[src/rtl/athos_ip_pkg.sv]
// athos_ip_pkg: shared LSU state type, operation codes and per-operation word budgets.
package athos_ip_pkg;
  typedef enum logic [1:0] {IDLE, LOAD, STORE, DRAIN} lsu_state_e;
  localparam logic [5:0] OP_NULL   = 6'd0;
  localparam logic [5:0] OP_NTT    = 6'd1;
  localparam logic [5:0] OP_INTT   = 6'd2;
  localparam logic [5:0] OP_KECCAK = 6'd3;
  localparam logic [5:0] OP_TRNG   = 6'd4;
  localparam int LSU_NTT_WORDS    = 256;
  localparam int LSU_KECCAK_WORDS = 25;
  localparam int LSU_TRNG_WORDS   = 16;
  function automatic logic [8:0] lsu_budget(input logic [5:0] op, input logic is_load);
    return (op == OP_NTT || op == OP_INTT) ? 9'(LSU_NTT_WORDS) :
           (op == OP_KECCAK) ? 9'(LSU_KECCAK_WORDS) :
           (op == OP_TRNG && !is_load) ? 9'(LSU_TRNG_WORDS) : 9'd0;
  endfunction
endpackage

[src/rtl/athos_ip_lsu_fifo.sv]
// athos_ip_lsu_fifo: power-of-two synchronous FIFO; a pop of a non-empty FIFO frees room for a same-cycle push.
module athos_ip_lsu_fifo #(
  parameter int WIDTH = 32,
  parameter int DEPTH = 4
) (
  input  logic                     clk_i,
  input  logic                     rst_ni,
  input  logic                     push,
  input  logic                     pop,
  input  logic [WIDTH-1:0]         wdata,
  output logic [WIDTH-1:0]         rdata,
  output logic                     full,
  output logic                     empty,
  output logic [$clog2(DEPTH):0]   count
);
  localparam int AW = $clog2(DEPTH);
  localparam logic [AW:0] FULL_CNT = (AW+1)'(DEPTH);
  logic [WIDTH-1:0] mem [DEPTH];
  logic [AW-1:0] wp, rp;
  logic do_push, do_pop;
  assign empty   = count == '0;
  assign full    = count == FULL_CNT;
  assign do_pop  = pop && !empty;
  assign do_push = push && (!full || do_pop);
  assign rdata   = mem[rp];
  always_ff @(posedge clk_i or negedge rst_ni)
    if (!rst_ni) begin
      wp    <= '0;
      rp    <= '0;
      count <= '0;
    end else begin
      if (do_push) wp <= wp + 1'b1;
      if (do_pop) rp <= rp + 1'b1;
      count <= count + (AW+1)'(do_push) - (AW+1)'(do_pop);
    end
  always_ff @(posedge clk_i)
    if (do_push) mem[wp] <= wdata;
endmodule

[src/rtl/athos_ip_lsu.sv]
// athos_ip_lsu: streams bus words into the datapath (LOAD) and datapath results back onto the bus (STORE/DRAIN).
// Define ATHOS_IP_LSU_ERR_EN to accept-and-drop stray writes outside LOAD and flag them on a sticky err_o.
module athos_ip_lsu
  import athos_ip_pkg::*;
#(
  parameter int FIFO_DEPTH = 4
) (
  input  logic        clk_i,
  input  logic        rst_ni,
  input  logic        load_i,
  input  logic        store_i,
  input  logic [5:0]  operation_i,
  input  logic [31:0] wdata_i,
  input  logic        wvalid_i,
  output logic        wready_o,
  output logic [31:0] rdata_o,
  output logic        rvalid_o,
  input  logic        rready_i,
  output logic        load_en_o,
  output logic [31:0] load_data_o,
  output logic        store_req_o,
  input  logic [31:0] dp_data_i,
  output logic        busy_o,
  output logic        done_o,
  output logic        err_o
);
  localparam int AW = $clog2(FIFO_DEPTH);
  localparam logic [AW:0] LAST_FREE = (AW+1)'(FIFO_DEPTH - 1);
  lsu_state_e state, state_n;
  logic [8:0] budget, cnt, ld_budget, st_budget;
  logic ld_go, st_go, ld_wready, ld_last, drain_done, inflight, done_q;
  logic wf_push, wf_full, wf_empty, rf_full, rf_empty;
  logic [AW:0] wf_count, rf_count;
  logic [31:0] wf_rdata, rf_rdata;
  assign ld_budget = lsu_budget(operation_i, 1'b1);
  assign st_budget = lsu_budget(operation_i, 1'b0);
  assign ld_go = state == IDLE && load_i && ld_budget != '0;
  assign st_go = state == IDLE && !ld_go && store_i && st_budget != '0;
  assign ld_wready = !wf_full && cnt < budget;
  assign wf_push = state == LOAD && wvalid_i && ld_wready;
  assign load_en_o = state == LOAD && !wf_empty;
  assign load_data_o = load_en_o ? wf_rdata : '0;
  // Once every word is accepted, the last one still queued is the final pop.
  assign ld_last = load_en_o && cnt == budget && wf_count == (AW+1)'(1);
  // In-flight result needs a free slot too, so at most FIFO_DEPTH results are ever outstanding.
  assign store_req_o = state == STORE && cnt < budget && !rf_full && !(inflight && rf_count == LAST_FREE);
  assign rvalid_o = !rf_empty;
  assign rdata_o = rvalid_o ? rf_rdata : '0;
  assign drain_done = state == DRAIN && rf_empty && !inflight;
  assign busy_o = state != IDLE;
  assign done_o = done_q;
`ifdef ATHOS_IP_LSU_ERR_EN
  logic err_q;
  assign wready_o = state == LOAD ? ld_wready : 1'b1;
  assign err_o = err_q;
  always_ff @(posedge clk_i or negedge rst_ni)
    if (!rst_ni) err_q <= 1'b0;
    else if (wvalid_i && state != LOAD) err_q <= 1'b1;
`else
  assign wready_o = state == LOAD && ld_wready;
  assign err_o = 1'b0;
`endif
  always_comb begin
    state_n = state;
    unique case (state)
      IDLE:    state_n = ld_go ? LOAD : st_go ? STORE : IDLE;
      LOAD:    state_n = ld_last ? IDLE : LOAD;
      STORE:   state_n = (store_req_o && cnt == budget - 9'd1) ? DRAIN : STORE;
      DRAIN:   state_n = drain_done ? IDLE : DRAIN;
      default: state_n = IDLE;
    endcase
  end
  always_ff @(posedge clk_i or negedge rst_ni)
    if (!rst_ni) begin
      state    <= IDLE;
      budget   <= '0;
      cnt      <= '0;
      inflight <= 1'b0;
      done_q   <= 1'b0;
    end else begin
      state    <= state_n;
      budget   <= ld_go ? ld_budget : st_go ? st_budget : budget;
      cnt      <= (ld_go || st_go) ? '0 : (wf_push || store_req_o) ? cnt + 9'd1 : cnt;
      inflight <= store_req_o;
      done_q   <= ld_last || drain_done;
    end
  athos_ip_lsu_fifo #(.WIDTH(32), .DEPTH(FIFO_DEPTH)) u_wfifo (
    .clk_i(clk_i), .rst_ni(rst_ni), .push(wf_push), .pop(load_en_o), .wdata(wdata_i),
    .rdata(wf_rdata), .full(wf_full), .empty(wf_empty), .count(wf_count)
  );
  athos_ip_lsu_fifo #(.WIDTH(32), .DEPTH(FIFO_DEPTH)) u_rfifo (
    .clk_i(clk_i), .rst_ni(rst_ni), .push(inflight), .pop(rvalid_o && rready_i), .wdata(dp_data_i),
    .rdata(rf_rdata), .full(rf_full), .empty(rf_empty), .count(rf_count)
  );
endmodule

[config.mk]
export PLATFORM = sky130hd
export DESIGN_NAME = athos_ip_lsu
export DESIGN_NICKNAME = d
export VERILOG_FILES = /design/src/rtl/athos_ip_pkg.sv /design/src/rtl/athos_ip_lsu_fifo.sv /design/src/rtl/athos_ip_lsu.sv
export SDC_FILE = /design/constraint.sdc
export NUM_CORES = 1
export LEC_CHECK = 0
export ABC_AREA = 1
export CORE_MARGIN = 3
export CORE_UTILIZATION = 33
export CTS_CLUSTER_DIAMETER = 60
export DETAILED_ROUTE_END_ITERATION = 8
export PLACE_DENSITY = 0.6
export SLEW_MARGIN = 0
export SYNTH_ARGS = -nofsm -noshare
export SYNTH_HDL_FRONTEND = slang
export SYNTH_SLANG_ARGS = --single-unit
[constraint.sdc]
create_clock -name clk_i -period 6.3 [get_ports clk_i]
set_clock_uncertainty 0.05 [all_clocks]
set_input_delay 1.26 -clock clk_i [delete_from_list [all_inputs] [get_ports clk_i]]
set_output_delay 1.26 -clock clk_i [all_outputs]
set_load 0.01 [all_outputs]
* Yosys cells after proc, flatten, opt, wreduce, memory -nomap -nowiden *
Memory sizes are Yosys's and may differ from the RTL's.
Cells that the tools add are included.

cells by class
  $add $sub $neg = 10
  magnitude comparators = 1
  eq/ne operators = 13
  multiplexer cells = 21
  reduce and logical (&&, ||, !) cells = 45

operators by type and width
  cell                 number
  $mux 32              2
  $mux 9               6
  $logic_and 1x1->1    24
  $eq 9x9->1           2
  $reduce_bool 9->1    2
  $mux 5               3
  $eq 6x2->1 const B   2
  $add 9x1->9 const B  1
  $lt 9x9->1           1
  $sub 9x1->9 const B  1
  $add 2x1->2 const B  4
  $pmux 2 s4           1
  $logic_not 1->1      7
  $add 3x1->3          2
  $eq 3x3->1 const B   2
  $eq 6x1->1 const B   1
  $eq 6x3->1 const B   1
  $logic_not 3->1      2
  $logic_or 1x1->1     6
  $mux 1               6
  $mux 2               3
  $reduce_bool 2->1    3
  $sub 3x1->3          2
  $eq 2x2->1 const B   2
  4 further kinds      4

word-level totals
  bits in registers = 36
  RAM bits = 256
  logic and storage cells = 103
  memories = 2

memory list
  memory       words  width  rd ports  clocked after memory_dff  wr ports  line                     RTL
  u_rfifo.mem  4      32     1         0                         1         athos_ip_lsu_fifo.sv:18  logic [WIDTH-1:0] mem [DEPTH];
  u_wfifo.mem  4      32     1         0                         1         athos_ip_lsu_fifo.sv:18

* Depth between registers and ports, before layout *
  word-level depth = 12
  gate-level depth with buffers = 14
  gate-level depth less buffers = 14

* Hierarchy *
A second synthesis with hierarchy kept.

unflattened totals
  cell total of the unflattened synthesis = 1104
  area total of the unflattened synthesis = 12319.3 um2

by module, submodules not included
  module                        instances  cells each  area an instance (um2)
  athos_ip_lsu_fifo at u_rfifo  1          395         5251.3
  athos_ip_lsu_fifo at u_wfifo  1          395         5247.5
  athos_ip_lsu                  1          314         1820.5

* Least setup slack after synthesis *
OpenSTA, ideal clock, no wires.

  path kind = input to register
  from = input port wvalid_i
  to = memory u_wfifo.mem[0][0] (enable)
  library setup time = 0.421 ns
  data arrival time = 3.172 ns
  setup slack = 2.657 ns
  cell stages on the path = 5
  path buffers = 1
  cell sequence = inv_1 > nor2_1 > nand4_4 > buf_6 > nor2_1

between the ends
  longest elaborated chain between the ends = 5

ends and longest elaborated chain
  what                             line                     RTL
  from (decl)                      athos_ip_lsu.sv:14       input logic wvalid_i,
  $logic_and 1x1->1 (2 in series)  athos_ip_lsu.sv:40       assign wf_push = state == LOAD && wvalid_i && ld_wready;
  $logic_and 1x1->1                athos_ip_lsu_fifo.sv:24  assign do_push = push && (!full || do_pop);
  $mux 1                           athos_ip_lsu_fifo.sv:37  if (do_push) mem[wp] <= wdata;
  $mux 1 (not written as such)     athos_ip_lsu_fifo.sv:37
  to (decl)                        athos_ip_lsu_fifo.sv:18

Every way passes these cells.

* Worst setup path after layout *
  from = register u_rfifo.rp[0]
  to = output port rdata_o[23]

between the ends
  longest elaborated chain between the ends = 2

ends and longest elaborated chain
  what                    line                     RTL
  from (decl)             athos_ip_lsu_fifo.sv:19  logic [AW-1:0] wp, rp;
  from (signal assigned)  athos_ip_lsu_fifo.sv:33  if (do_pop) rp <= rp + 1'b1;
  $mem_v2 4x32            --
  $mux 32                 athos_ip_lsu.sv:48       assign rdata_o = rvalid_o ? rf_rdata : '0;
  to (decl)               athos_ip_lsu.sv:16       output logic [31:0] rdata_o,

Every way passes these cells.

==> impl_metrics.toml <==
[clock_network]
cts_tree = "done"
cts_repair_resize_count = 0
cts_setup_buffers = 0
clk_pin_slew_ns = 0.06
cts.root.buffer_cell = "clkbuf_16"
htreeDepth = 2
cts_made_buffers = 34
clock-sinks = 286
insertion_delay_ns = 0.48
clock_tree.buffer_depth = 3
cts_hold_buf = 0

[global_routing]
overflow = 0
grt_pass1_wl_um = 42100
grt_usage = 0.136
grt_max_degree = 67
grt_pass1_vias = 7672
antenna_found_initial = 0

[synthesis]
yosysTopAreaCell = "edfxtp_1"
syn-cell-area_um2 = 11900
syn_avg_cell_area_um2 = 11.7
yosysSeqAreaShare = 0.707
netlist_top_cells_area = "edfxtp_1 (64%), nor2_1 (8.9%), dfrtp_1 (6.3%)"
synth-edff-count = 256
synth_ff_type = "edfxtp_1"
async_flop_share = 0.105
synth_seq_cells = 286
yosys_warnings = 0
ys_types = 36
synth_top_cell_area_share = 0.644
syn_nets = 1114
netlist_instances = 1017

[route]
drt_iter0_drc = 439
routed-via-count = 7790
route.detailed.drc = 0
antenna_left = 0
vias_per_cell = 4.74
drt-total-wl_um = 26700
wl_per_cell_um = 16.3
dr.pass1.iters = 4

[setup_path]
slowest_stage = "inv_2"
start_kind = "flop"
endpoint_kind = "output pin"
critPathArrivalTime_ns = 3.17
crit_chain = "buf_4 > inv_2 > o21ai_0 > a21oi_1 > clkdlybuf4s50_1"
crit_fanout = 66
worstPathRequired_ns = 4.99
slowest_delay_ns = 0.81
crit_family = "buffers and inverters"
worstSetupPathType = "flop to output pin"
path_buf_inv = 3

[placement]
post-place-ws_ns = 2.29
dp.cells = 1586
gp_congestion = 0.741
dp_hpwl_um = 15600
numPortBuffers = 145

[sta]
worst_slack_ns = 1.82
rsz0062_at_grt = "no"
finalSetupTns_ns = 0
final-max-slew-violation-count = 0
worst_pin_slew_ns = 0.966
relSlewSlack = 0.355
min_period_ns = 4.48
finalSetupViolCount = 0
hold_slack_ns = 0.524
final_min_period_over_clock_period = 0.710
achievable-frequency_ghz = 0.223
hold_viol = 0

[die]
die_y_um = 196
core-area_um2 = 35600
start_util = 0.336
pin_count = 147
die_area_um2 = 38500
fp.dieW_um = 196
fp-row-count = 69

[final_layout]
nNetsFinal = 1258
fillCellCount = 3292
syn_to_final_growth_pct = 25.1
fin_cells = 1643
drive_gt1_frac = 0.0838
ff_latch_area_um2 = 8440
multi_input_area_um2 = 3040
n_antenna_cell = 0

[power_and_ir_drop]
max-vdd-ir-drop_mv = 0.308
power_mw = 6.63
power_density_nw_per_um2 = 444
leakage_nw = 5.34

[job]
maxCapViolCount = 0

[run_status]
outcome = "complete, no violations"

[worst_hold_path]
hold_class = "flop to flop"
[sequential cells by signal, summed over array words and instances, names as in the netlist, 3 cells and up]
register and cells:
u_wfifo.mem 128, budget 3, cnt 9, u_rfifo.count 3, u_rfifo.mem 128, u_wfifo.count 3
[cell type report]
type | count | area share
flip-flops and latches | 286 | 0.565
multi-input cells | 619 | 0.204
repair buffers | 161 | 0.105
clock buffers | 39 | 0.0596
well taps | 461 | 0.0386
inverters | 59 | 0.0152
clock inverters | 18 | 0.0125
[metal layers]
metal | vias up | share of wire | track usage
met1 | 3752 | 0.46 | 0.187
met2 | 201 | 0.46 | 0.224
met5 | - | 0 | 0
li1 | 3796 | - | -
met4 | 0 | 0.018 | 0.0317
met3 | 41 | 0.058 | 0.0273
[per-stage QoR]
stage | util | area (um2)
final | 0.420 | 14900
after detailed placement | 0.390 | 13900
after global placement | 0.390 | 13900
after global routing | 0.420 | 14900
after floorplan | - | 11900
after CTS | 0.420 | 14900
[cell families (layout without fill, tap and decap cells)]
| family | count (synthesis) | count (layout) | share of synthesized area |
|---|---|---|---|
| other cells | 1 | 1 | 0.000314 |
| compound gates | 206 | 206 | 0.0875 |
| simple gates | 373 | 373 | 0.129 |
| flops | 286 | 286 | 0.707 |
| buf+inv | 112 | 277 | 0.0399 |
| fa+ha+maj | 21 | 21 | 0.0233 |
| xor+xnor | 18 | 18 | 0.0132 |
[synthesized netlist by cell type (5+ instances only)]
| library cell | n |
|---|---|
| xor2_1 | 12 |
| nand2_1 | 39 |
| nand4_1 | 13 |
| nand3_1 | 18 |
| ha_1 | 19 |
| a21oi_1 | 65 |
| xnor2_1 | 6 |
| nor2_1 | 282 |
| dfrtp_1 | 30 |
| nor2_2 | 5 |
| clkbuf_1 | 26 |
| edfxtp_1 | 256 |
| inv_1 | 53 |
| o21ai_0 | 133 |
| buf_2 | 19 |
[path summary, 6_finish.rpt]
| kind | start | slack [ns] | cells past startpoint | endpoint |
|---|---|---|---|---|
| min in group asynchronous | rst_ni | 1.13 | 2 | u_rfifo.count[2] |
| worst max-delay path | u_rfifo.rp[0] | 1.82 | 5 | rdata_o[23] |
| max in group asynchronous | rst_ni | 4.76 | 2 | u_wfifo.rp[0] |
| worst min-delay path | budget[8] | 0.52 | 1 | budget[8] |
| worst max register to register | budget[3] | 3.55 | 14 | u_wfifo.count[2] |
| worst min register to register | budget[8] | 0.52 | 1 | budget[8] |
[power breakdown]
| group | internal (mW) | switching (mW) |
|---|---|---|
| Combinational | 0.900 | 1.39 |
| Sequential | 2.34 | 0.123 |
| Clock | 1.14 | 0.734 |
[cells in the final DEF (no fill, tap or decap), types with 2 or more instances in the layout]
| cell type | Yosys | routed |
|---|---|---|
| bufinv_16 | 0 | 3 |
| nand3_1 | 18 | 18 |
| clkinv_4 | 0 | 2 |
| inv_1 | 53 | 53 |
| xnor2_1 | 6 | 6 |
| nor2_2 | 5 | 13 |
| nand2_2 | 4 | 4 |
| clkbuf_16 | 0 | 35 |
| xor2_1 | 12 | 12 |
| ha_1 | 19 | 19 |
| nor2_1 | 282 | 274 |
| nand2_1 | 39 | 39 |
| edfxtp_1 | 256 | 256 |
| dfrtp_2 | 0 | 2 |
| clkinv_1 | 0 | 3 |
| fa_1 | 2 | 2 |
| inv_2 | 4 | 4 |
| nor3_1 | 4 | 4 |
| clkdlybuf4s50_1 | 0 | 145 |
| clkinv_2 | 0 | 5 |
| nand2_4 | 3 | 3 |
| inv_4 | 2 | 2 |
| o21ai_0 | 133 | 133 |
| nand3b_1 | 2 | 2 |
| clkbuf_1 | 26 | 4 |
| buf_4 | 1 | 16 |
| dfrtp_1 | 30 | 28 |
| inv_6 | 0 | 4 |
| nand4_1 | 13 | 13 |
| a21oi_1 | 65 | 65 |
| o21ai_1 | 3 | 3 |
Note: power is estimated with default switching activity, not from simulation.
